===== config.mk =====
export PLATFORM = sky130hd
export DESIGN_NAME = sdes_sbox_engine
export DESIGN_NICKNAME = d
export VERILOG_FILES = /design/src/rtl/sdes_sbox_engine.sv
export SDC_FILE = /design/constraint.sdc
export NUM_CORES = 1
export LEC_CHECK = 0
export BUFFER_PORTS_ARGS = -buffer_cell sky130_fd_sc_hd__buf_2
export CORE_ASPECT_RATIO = 1.2
export CORE_MARGIN = 2
export CORE_UTILIZATION = 52
export DETAILED_ROUTE_END_ITERATION = 10
export PLACE_DENSITY = 0.7
export SLEW_MARGIN = 15
export SYNTH_ARGS = -nofsm -noshare
export SYNTH_HDL_FRONTEND = slang
export SYNTH_SLANG_ARGS = --single-unit
export TNS_END_PERCENT = 20

===== constraint.sdc =====
create_clock -name clk -period 2.04 [get_ports clk]
set_clock_uncertainty 0.05 [all_clocks]
set_input_delay 0.102 -clock clk [delete_from_list [all_inputs] [get_ports clk]]
set_output_delay 0.102 -clock clk [all_outputs]
set_load 0.01 [all_outputs]

===== src/rtl/sdes_sbox_engine.sv =====
// rtl/sdes_sbox_engine.sv - programmable multi-table S-box lookup engine with registered stream output
module sdes_sbox_engine #(
    parameter int IN_W    = 4,
    parameter int OUT_W   = 2,
    parameter int NUM_BOX = 2,
    parameter int BOX_W   = (NUM_BOX > 1) ? $clog2(NUM_BOX) : 1
) (
    input  logic             clk,
    input  logic             rst_n,
    input  logic             cfg_we,
    input  logic [BOX_W-1:0] cfg_box,
    input  logic [IN_W-1:0]  cfg_idx,
    input  logic [OUT_W-1:0] cfg_data,
    output logic             cfg_err,
    input  logic             in_valid,
    output logic             in_ready,
    input  logic [IN_W-1:0]  in_data,
    input  logic [BOX_W-1:0] in_box,
    output logic             out_valid,
    input  logic             out_ready,
    output logic [OUT_W-1:0] out_data,
    output logic             out_err
);

    localparam int DEPTH = 1 << IN_W;

    logic [OUT_W-1:0] tbl [NUM_BOX][DEPTH];
    logic [IN_W-1:0]  rd_idx;
    logic [OUT_W-1:0] rd_data;
    logic             rd_hit;
    logic             wr_hit;
    logic             xfer;

    // Outer bits select the row, inner bits the column; table index is {row, col}.
    assign rd_idx   = {in_data[IN_W-1], in_data[0], in_data[IN_W-2:1]};
    assign in_ready = !out_valid || out_ready;
    assign xfer     = in_valid && in_ready;

    // Box decode by explicit compare so non-power-of-two NUM_BOX never reads past the array.
    always_comb begin
        rd_data = '0;
        rd_hit  = 1'b0;
        wr_hit  = 1'b0;
        for (int b = 0; b < NUM_BOX; b++) begin
            if (in_box == BOX_W'(b)) begin
                rd_hit  = 1'b1;
                rd_data = tbl[b][rd_idx];
            end
            if (cfg_box == BOX_W'(b)) begin
                wr_hit = 1'b1;
            end
        end
    end

    // The lookup samples rd_data before the table write lands, giving read-before-write.
    always_ff @(posedge clk) begin
        if (!rst_n) begin
            for (int b = 0; b < NUM_BOX; b++) begin
                for (int e = 0; e < DEPTH; e++) begin
                    tbl[b][e] <= '0;
                end
            end
            cfg_err   <= 1'b0;
            out_valid <= 1'b0;
            out_data  <= '0;
            out_err   <= 1'b0;
        end else begin
            if (cfg_we && wr_hit) begin
                for (int b = 0; b < NUM_BOX; b++) begin
                    if (cfg_box == BOX_W'(b)) begin
                        tbl[b][cfg_idx] <= cfg_data;
                    end
                end
            end
            cfg_err <= cfg_we && !wr_hit;

            if (xfer) begin
                out_valid <= 1'b1;
                out_data  <= rd_hit ? rd_data : '0;
                out_err   <= !rd_hit;
            end else if (out_ready) begin
                out_valid <= 1'b0;
            end
        end
    end

endmodule


; ---- Word-level counts from Yosys, hierarchy flattened
; Memories as Yosys holds them, arrays and structs flattened.
; Cells that the tools add are included.
[word_totals]
n_memories = 1
word_cells = 161
latchBits = 0
romBits = 0
in_bits = 17
mem_bits_rw = 64
ff_bits = 3
output_inout_bits = 6
[memory_table]
columns = memory, depth, word_bits, rd, rd_clocked_by_memory_dff, write_ports, line_no
row1 = tbl, 2, 32, 2, 0, 2, 27  ; logic [OUT_W-1:0] tbl [NUM_BOX][DEPTH];
[op_classes]
addsub = 0
order_cmp = 3
shift = 0
n_eq_ne = 0
bitwise = 66
div_mod_pow = 0
mul = 0
n_reduce_logical = 5
n_mux = 84
[ops]
columns = cell, n
row1 = 1-bit two-way mux, 73
row2 = 32-bit two-way mux, 2
row3 = 1-bit bitwise OR, 64
row4 = 2-bit binary-select mux with 4-bit select, 2
row5 = 2-bit two-way mux, 6
row6 = "5-bit >= comparator, second input constant", 2
row7 = 4-bit NOT with 5-bit output, 2
row8 = 2-bit demux with 4-bit select, 1
row9 = "5-bit by 1-bit less-than comparator with 1-bit output, second input constant", 1
row10 = 1-bit logical AND, 2
row11 = 2-bit nonzero test, 1
row12 = 1-bit zero test, 1
row13 = 1-bit logical OR, 1

; ---- Longest topological paths before layout
; Gate-level depths: netlist of the first run.
[depth]
word_depth = 7
mapped_depth = 7
mapped_depth_nobuf = 5

; ---- Worst setup path after synthesis of the first run
; No wires, ideal clock.
[synth_path]
kind = input to register
start = input in_data[1]
end = register out_data[0]
setup_ns = 0.070
arrival_ns = 1.338
setup_slack_ns = 0.582
n_path_buf = 2
cell_stages = 7
t_required_ns = 1.920
path_cell_list = buf_6 -> buf_12 -> mux2i_1 -> a22oi_1 -> a21oi_1 -> or4_1 -> a21oi_1
[synth_via]
elab_chain_len = 5
elab_cells_between_ends = 8
cone_classes = mux: 7 / bitwise: 1
[synth_rtl]
columns = element, line_no
row1 = from (decl), 17  ; input logic [IN_W-1:0] in_data,
row2 = 4-bit NOT with 5-bit output (implied by the code) (*), 47  ; rd_data = tbl[b][rd_idx];
row3 = 2-bit binary-select mux with 4-bit select, 47
row4 = 2-bit two-way mux (implied by the code) (2 in series), 47
row5 = 2-bit two-way mux (*), 45  ; if (in_box == BOX_W'(b)) begin
row6 = to (signal assigned), 79  ; out_data <= rd_hit ? rd_data : '0;
row7 = to (decl), 21  ; output logic [OUT_W-1:0] out_data,
; Mark *: on every way between the ends. The rest lies on a longest branch, timed or not. The select of a mux whose other input is x is not followed.
; A chain may end at the register's enable or synchronous reset.

==> metrics.cfg, run 1 <==
[detailed_routing]
drc = 0
first_pass_iters = 4
wl_per_cell_um = 16.43
ant_nets = 0
via_per_inst = 5.652
drt-total-wl_um = 6901
drtIter0Drc = 184
vias = 2374

[timing]
worst_pin_slew_ns = 0.7349
fin_setup_tns_ns = 0
setup_viol = 0
slew_headroom_pct = 50.83
finalCriticalPeriod_ns = 1.523
fmax_mhz = 656.4
rsz0062_at_grt = false
whs_ns = 0.03372
slew_viol_final = 0
post-route-period-util_pct = 74.67
hold_violations = 0

[final_layout]
layout_common_cells = nand2_1 (66), and3_1 (64), edfxtp_1 (64)
fillers = 520
diodes = 0
drive_gt1_share_pct = 13.73
stdcell_count = 420
layout_commonest_cell = nand2_1
area.growth.synth_to_final_pct = 10.15
final_cell_area_sq_um = 3827
fin_nets = 347

[clocking]
cts_buffers = 9
cts-root-buf = clkbuf_8
clkLatencyLatePin_ns = 0.34
cts.sinks = 67
cts_tree = built
cts_resized = 0
cts_max_path_buffers = 2
clkSlewWorstSetupHoldPaths_ns = 0.07
cts-htree-levels = 3

[worst_setup_path]
cp_max_fo = 1
start_kind = flip-flop
max_stage_delay_ns = 0.52
cp_slowest_cell = or4_1
crit_required_ns = 2.26
crit_top_cell = a21oi_1
worstPathCellList = mux2i_1 > a22oi_1 > a21oi_1 > or4_1 > a21oi_1
path_class = reg -> reg
arrival_ns = 1.75
cp-end-kind = flip-flop

[place]
dp_cells = 403
placed_area_sq_um = 3598
hpwl_um = 4506
port_buffers = 20
gp_congestion = 0.7476

[power]
p_total_w = 0.003074
power.density_nw_per_um2 = 803.0
peakVddDrop_mv = 0.4020
leakagePower_nw = 1.710

[yosys]
seq_area_frac_synth_pct = 57.04
ys.flop_type = edfxtp_1
ys_seq_elements = 67
yosysWarnings = 0
netlist_instances = 321
synth_cell_types = 26
synth_async_sr_flop_share_pct = 0
synth_edf_count = 64
syn_area_sq_um = 3475
postSynthAreaPerCell_sq_um = 10.82

[global_route]
grt_usage_pct = 20.76
grt_pass1_vias = 2248
grt_pass1_wl_um = 11030
grt_max_degree = 36
grt-ovfl-total = 0
antenna_found_initial = 0

[die]
core_sq_um = 6446
rows = 32
chipWidth_um = 78.62
die_area_sq_um = 7355
ios = 23
start_util_pct = 53.90
fp.dieH_um = 93.55

[outcome]
status = finished, final reports clean

[flow_run]
cap_violations = 0

[hold_path]
hp-class = in -> reg

cells by family after synthesis:
| logic type | synth area share, % |
|---|---|
| flops | 57.04 |
| mux | 9.219 |
| other cells | 0.1079 |
| buf+inv | 5.329 |
| compound gates | 5.546 |
| simple gates | 22.76 |
report_power, final:
part	internal [W]	switching [W]
sequential	0.00158	0.0000232
combinational	0.0000974	0.000174
clock	0.000717	0.000484
total	0.00239	0.000681
synthesized netlist by cell type (3+ instances only):
library cell / instances / share of area [%]
and2_1: 3 / 0.54
nand2b_1: 5 / 0.90
edfxtp_1: 64 / 55
a22oi_1: 16 / 3.5
mux2i_1: 32 / 9.2
nor2_1: 8 / 0.86
clkbuf_1: 28 / 3.0
nor2b_1: 4 / 0.72
a21oi_1: 8 / 1.2
and3_1: 64 / 12
nand2_1: 66 / 7.1
dfxtp_1: 3 / 1.7
path summary, 6_finish.rpt:
check / startpoint / endpoint / slack (ns) / depth (start not counted)
max: tbl[1][28] / out_data[0] / 0.52 / 5
min: out_ready / out_valid / 0.03 / 3
max reg2reg: tbl[1][28] / out_data[0] / 0.52 / 5
min reg2reg: out_valid / out_valid / 0.49 / 2
critical path: cells and delay by family, from the launching register on:
family	cells	cell delay (ns)
AND/OR/NAND/NOR	1	0.52
multiplexers	1	0.07
AO/OA/AOI/OAI	3	0.48
flip-flops	1	0.33
metal layers:
metal	vias to the layer above	track usage (%)	part of all wire (%)	wire, um
li1	1164	-	-	-
met1	1124	25.56	40	2791
met2	77	34.47	51	3551
met3	9	4.247	6.6	457
met4	0	10.67	1.4	100
met5	-	0	0	0
cell type report:
class / instances / area, sq um / share of cell area, %
inverter: 1 / 3.754 / 0.09807
clock inverter: 5 / 77.57 / 2.027
clock buffer: 11 / 141.4 / 3.694
sequential: 67 / 1982 / 51.78
timing repair buffer: 32 / 205.2 / 5.361
multi-input combinational: 219 / 1311 / 34.26
tap: 85 / 106.4 / 2.779
state kept, by name, summed over array words and instances (netlist names):
signal     flops
out_valid      1
out_data       2
tbl           64
through the flow:
stage,setup slack [ns],utilization (%)
after global placement,0.3648,55.82
after global routing,0.4075,59.38
after CTS,0.5138,59.38
final,0.5166,59.38
after floorplan,0.5819,-
after detailed placement,0.3352,55.82
timing repair:
item / 4_1_cts / 5_1_grt
setup buffers: 0 / 0
hold buffers: 1 / 0
hold endpoints to repair: 1 / 0
(Power assumes the default switching activity.)
==> run 2: changes to the inputs <==
--- a/config.mk
+++ b/config.mk
@@ -5,12 +5,13 @@
 export SDC_FILE = /design/constraint.sdc
 export NUM_CORES = 1
 export LEC_CHECK = 0
+export ABC_AREA = 1
 export BUFFER_PORTS_ARGS = -buffer_cell sky130_fd_sc_hd__buf_2
 export CORE_ASPECT_RATIO = 1.2
 export CORE_MARGIN = 2
 export CORE_UTILIZATION = 52
 export DETAILED_ROUTE_END_ITERATION = 10
-export PLACE_DENSITY = 0.7
+export PLACE_DENSITY = 0.73
 export SLEW_MARGIN = 15
 export SYNTH_ARGS = -nofsm -noshare
 export SYNTH_HDL_FRONTEND = slang
==> constraint.sdc (replaced) <==
create_clock -name clk -period 1.3 [get_ports clk]
set_clock_uncertainty 0.05 [all_clocks]
set_input_delay 0.065 -clock clk [delete_from_list [all_inputs] [get_ports clk]]
set_output_delay 0.065 -clock clk [all_outputs]
set_load 0.01 [all_outputs]
==> run 2 against run 1 <==
Effect of this change:
- global-route usage up 2.8 points
- worst setup slack got worse by 0.47 ns
- cell count up 21%
- synthesized area fell by 2.2%
- fmax grew 22%
- total power is 56% higher
- first-iteration DRC count rose by 49%
- routed wire length up 13%
- core utilization up 0.94 points
- non-clock buffer count up 6
- sequential share of layout area down 0.17 points
- critical path type unchanged
- largest cell class unchanged
- highest routed layer unchanged
==> metrics.cfg, run 2 <==
[die]
core_sq_um = 6366
die_area_sq_um = 7198
chipWidth_um = 77.78
fp.dieH_um = 92.54
ios = 23
rows = 32
start_util_pct = 53.36

[power]
sw_frac_of_total_pct = 22.99
power_frac_seq_pct = 52.4
netSwitchingPower_w = 0.001102
peakVddDrop_mv = 0.6266
power.density_nw_per_um2 = 1248
power.internal_w = 0.003690
power.share.combinational_pct = 10.6
leakagePower_nw = 1.630
p_clk_share_pct = 37.1

[yosys]
synthSimpleGateAreaFrac_pct = 34.07
ys_seq_elements = 67
synth_top_area_share_pct = 56.57
synth_top_cell_by_area = edfxtp_1
netlist_instances = 395
ys.flop_type = edfxtp_1
synth_edf_count = 64
synth_area_leaders = edfxtp_1 (57%), nand2_1 (15%), nand3_1 (10%), nor2_1 (7.8%), buf_4 (2.0%)
synth_xor_area_share_pct = 0
synth_common_cells = nand2_1 (134), nor2_1 (71), nand3_1 (70), edfxtp_1 (64), inv_1 (12)
synthMuxAreaShare_pct = 0
synth_cell_types = 17
synth-compound-area-share_pct = 0.8840
yosysWarnings = 0
syn_area_sq_um = 3397
synth.most_common_cell = nand2_1
synthAdderAreaFrac_pct = 0
synth_async_sr_flop_share_pct = 0
seq_area_frac_synth_pct = 58.34
postSynthAreaPerCell_sq_um = 8.600
synth_top_family_by_area = simple AND/OR/NAND/NOR gates

[detailed_routing]
drt-total-wl_um = 7794
via_per_inst = 5.567
drc = 0
drtIter0Drc = 274
first_pass_iters = 5
ant_nets = 0
vias = 2839
wl_per_cell_um = 15.28

[final_layout]
final_core_util_pct = 60.32
area.growth.synth_to_final_pct = 13.04
fin_nets = 437
reg_top3 = tbl: 64 flops, out_data: 2 flops, out_valid: 1 flops
layout_common_cells = nand2_1 (134), nor2_1 (71), nand3_1 (70)
drive_gt1_share_pct = 12.24
layout_commonest_cell = nand2_1
diodes = 0
regMostFlops = tbl
largest_reg_flops = 64

[timing]
fmax_mhz = 798.0
finalCriticalPeriod_ns = 1.253
fin_setup_tns_ns = 0
slew_viol_final = 0
post-route-period-util_pct = 96.39
rsz0062_at_grt = false
worst_slack_ns = 0.04693
hold_violations = 0
setup_viol = 0

[place]
port_buffers = 20
gp_congestion = 0.8492
hpwl_um = 5206
dpl_worst_slack_ns = -0.0005872

[worst_setup_path]
critPathTopFamily = buffers and inverters
cp_slowest_cell = dlygate4sd3_1
arrival_ns = 1.48
max_stage_delay_ns = 0.57
worst-path-buf-inv = 1
start_kind = flip-flop
path_class = reg -> reg
cp_max_fo = 3
cp-end-kind = flip-flop
crit_required_ns = 1.53
worstPathCellList = nand2_1 > a21oi_1 > dlygate4sd3_1

[clocking]
cts_tree = built
clkLatencyLatePin_ns = 0.34
cts_buffers = 9
cts_resized = 0
cts.sinks = 67
cts-htree-levels = 3
cts-root-buf = clkbuf_8
clkSlewWorstSetupHoldPaths_ns = 0.07
cts_max_path_buffers = 2

[global_route]
grt_max_degree = 33
grt_pass1_wl_um = 12790
grt_usage_pct = 23.60
grtUsageMet2_pct = 40.73
met3_usage_pct = 3.801
antenna_found_initial = 0
top_usage_layer = met2
grt-ovfl-total = 0
met1_usage_pct = 26.03
grt_pass1_vias = 2856

[flow_run]
cap_violations = 0

[outcome]
status = finished, final reports clean

[hold_path]
hp-class = in -> reg

## run 2: changes by cell type in the layout (fill, tap and decap cells not counted), sizes merged, moves of 16 or more
cell,delta
nand3,+69
nand2,+68
nor2,+65
a22oi,-16
and3,-64
mux2i,-32
## run 2: metal layers
metal,routed length (um),vias to the layer above
li1,-,1349
met1,3033,1337
met2,3966,124
met3,490,29
met4,303,0
met5,0,-
## run 2: power by group through the flow
stage                     combinational, W  clock (W)  sequential [W]
after floorplan                   0.000333          0         0.00255
after CTS                         0.000503    0.00178         0.00251
after detailed placement          0.000495          0         0.00256
final                             0.000506    0.00178         0.00251
after global routing              0.000564    0.00187         0.00252
after global placement            0.000482          0         0.00255
## run 2: logic make-up after synthesis
| kind of cell | after synthesis |
|---|---|
| and+or+nand+nor | 282 |
| DFF | 67 |
| buffers and inverters | 39 |
| AOI/OAI and AO/OA | 6 |
| other | 1 |
## run 2: path summary, 6_finish.rpt
check              startpoint          end  slack, ns  cells after the start
setup / recovery    out_valid    out_valid       0.05                      3
hold / removal          rst_n   tbl[0][22]       0.06                      2
setup reg to reg    out_valid    out_valid       0.05                      3
hold reg to reg   out_data[1]  out_data[1]       0.49                      2
## run 2: worst reg2reg max path, cell delays in order, from the launching register on
cell           delay, ns
dfxtp_1             0.37
nand2_1             0.08
a21oi_1             0.12
dlygate4sd3_1       0.57
## run 2: final cells by class
type	count	area (sq um)
multi-input combinational	290	1195
clock buffer	15	176.4
tap	85	106.4
inverter	14	57.56
timing repair buffer	38	292.8
sequential	67	1982
fill	550	2526
clock inverter	1	30.03
## run 2: per-stage QoR
stage               hold WS [ns]  instance area, sq um  total power [W]  instances
finish                   0.05798                  3840         0.004792        510
global route             0.07263                  3840         0.004956        510
CTS                      0.05029                  3840         0.004797        510
detailed placement        0.2855                  3603         0.003051        491
global placement          0.2806                  3603         0.003033        491
floorplan                 0.1679                  3401         0.002882        396
## run 2: repair_timing
action,CTS,global route
hold buffers,3,0
setup buffers,0,0
hold endpoints to repair,2,0
endpoints found under the setup margin,0,0
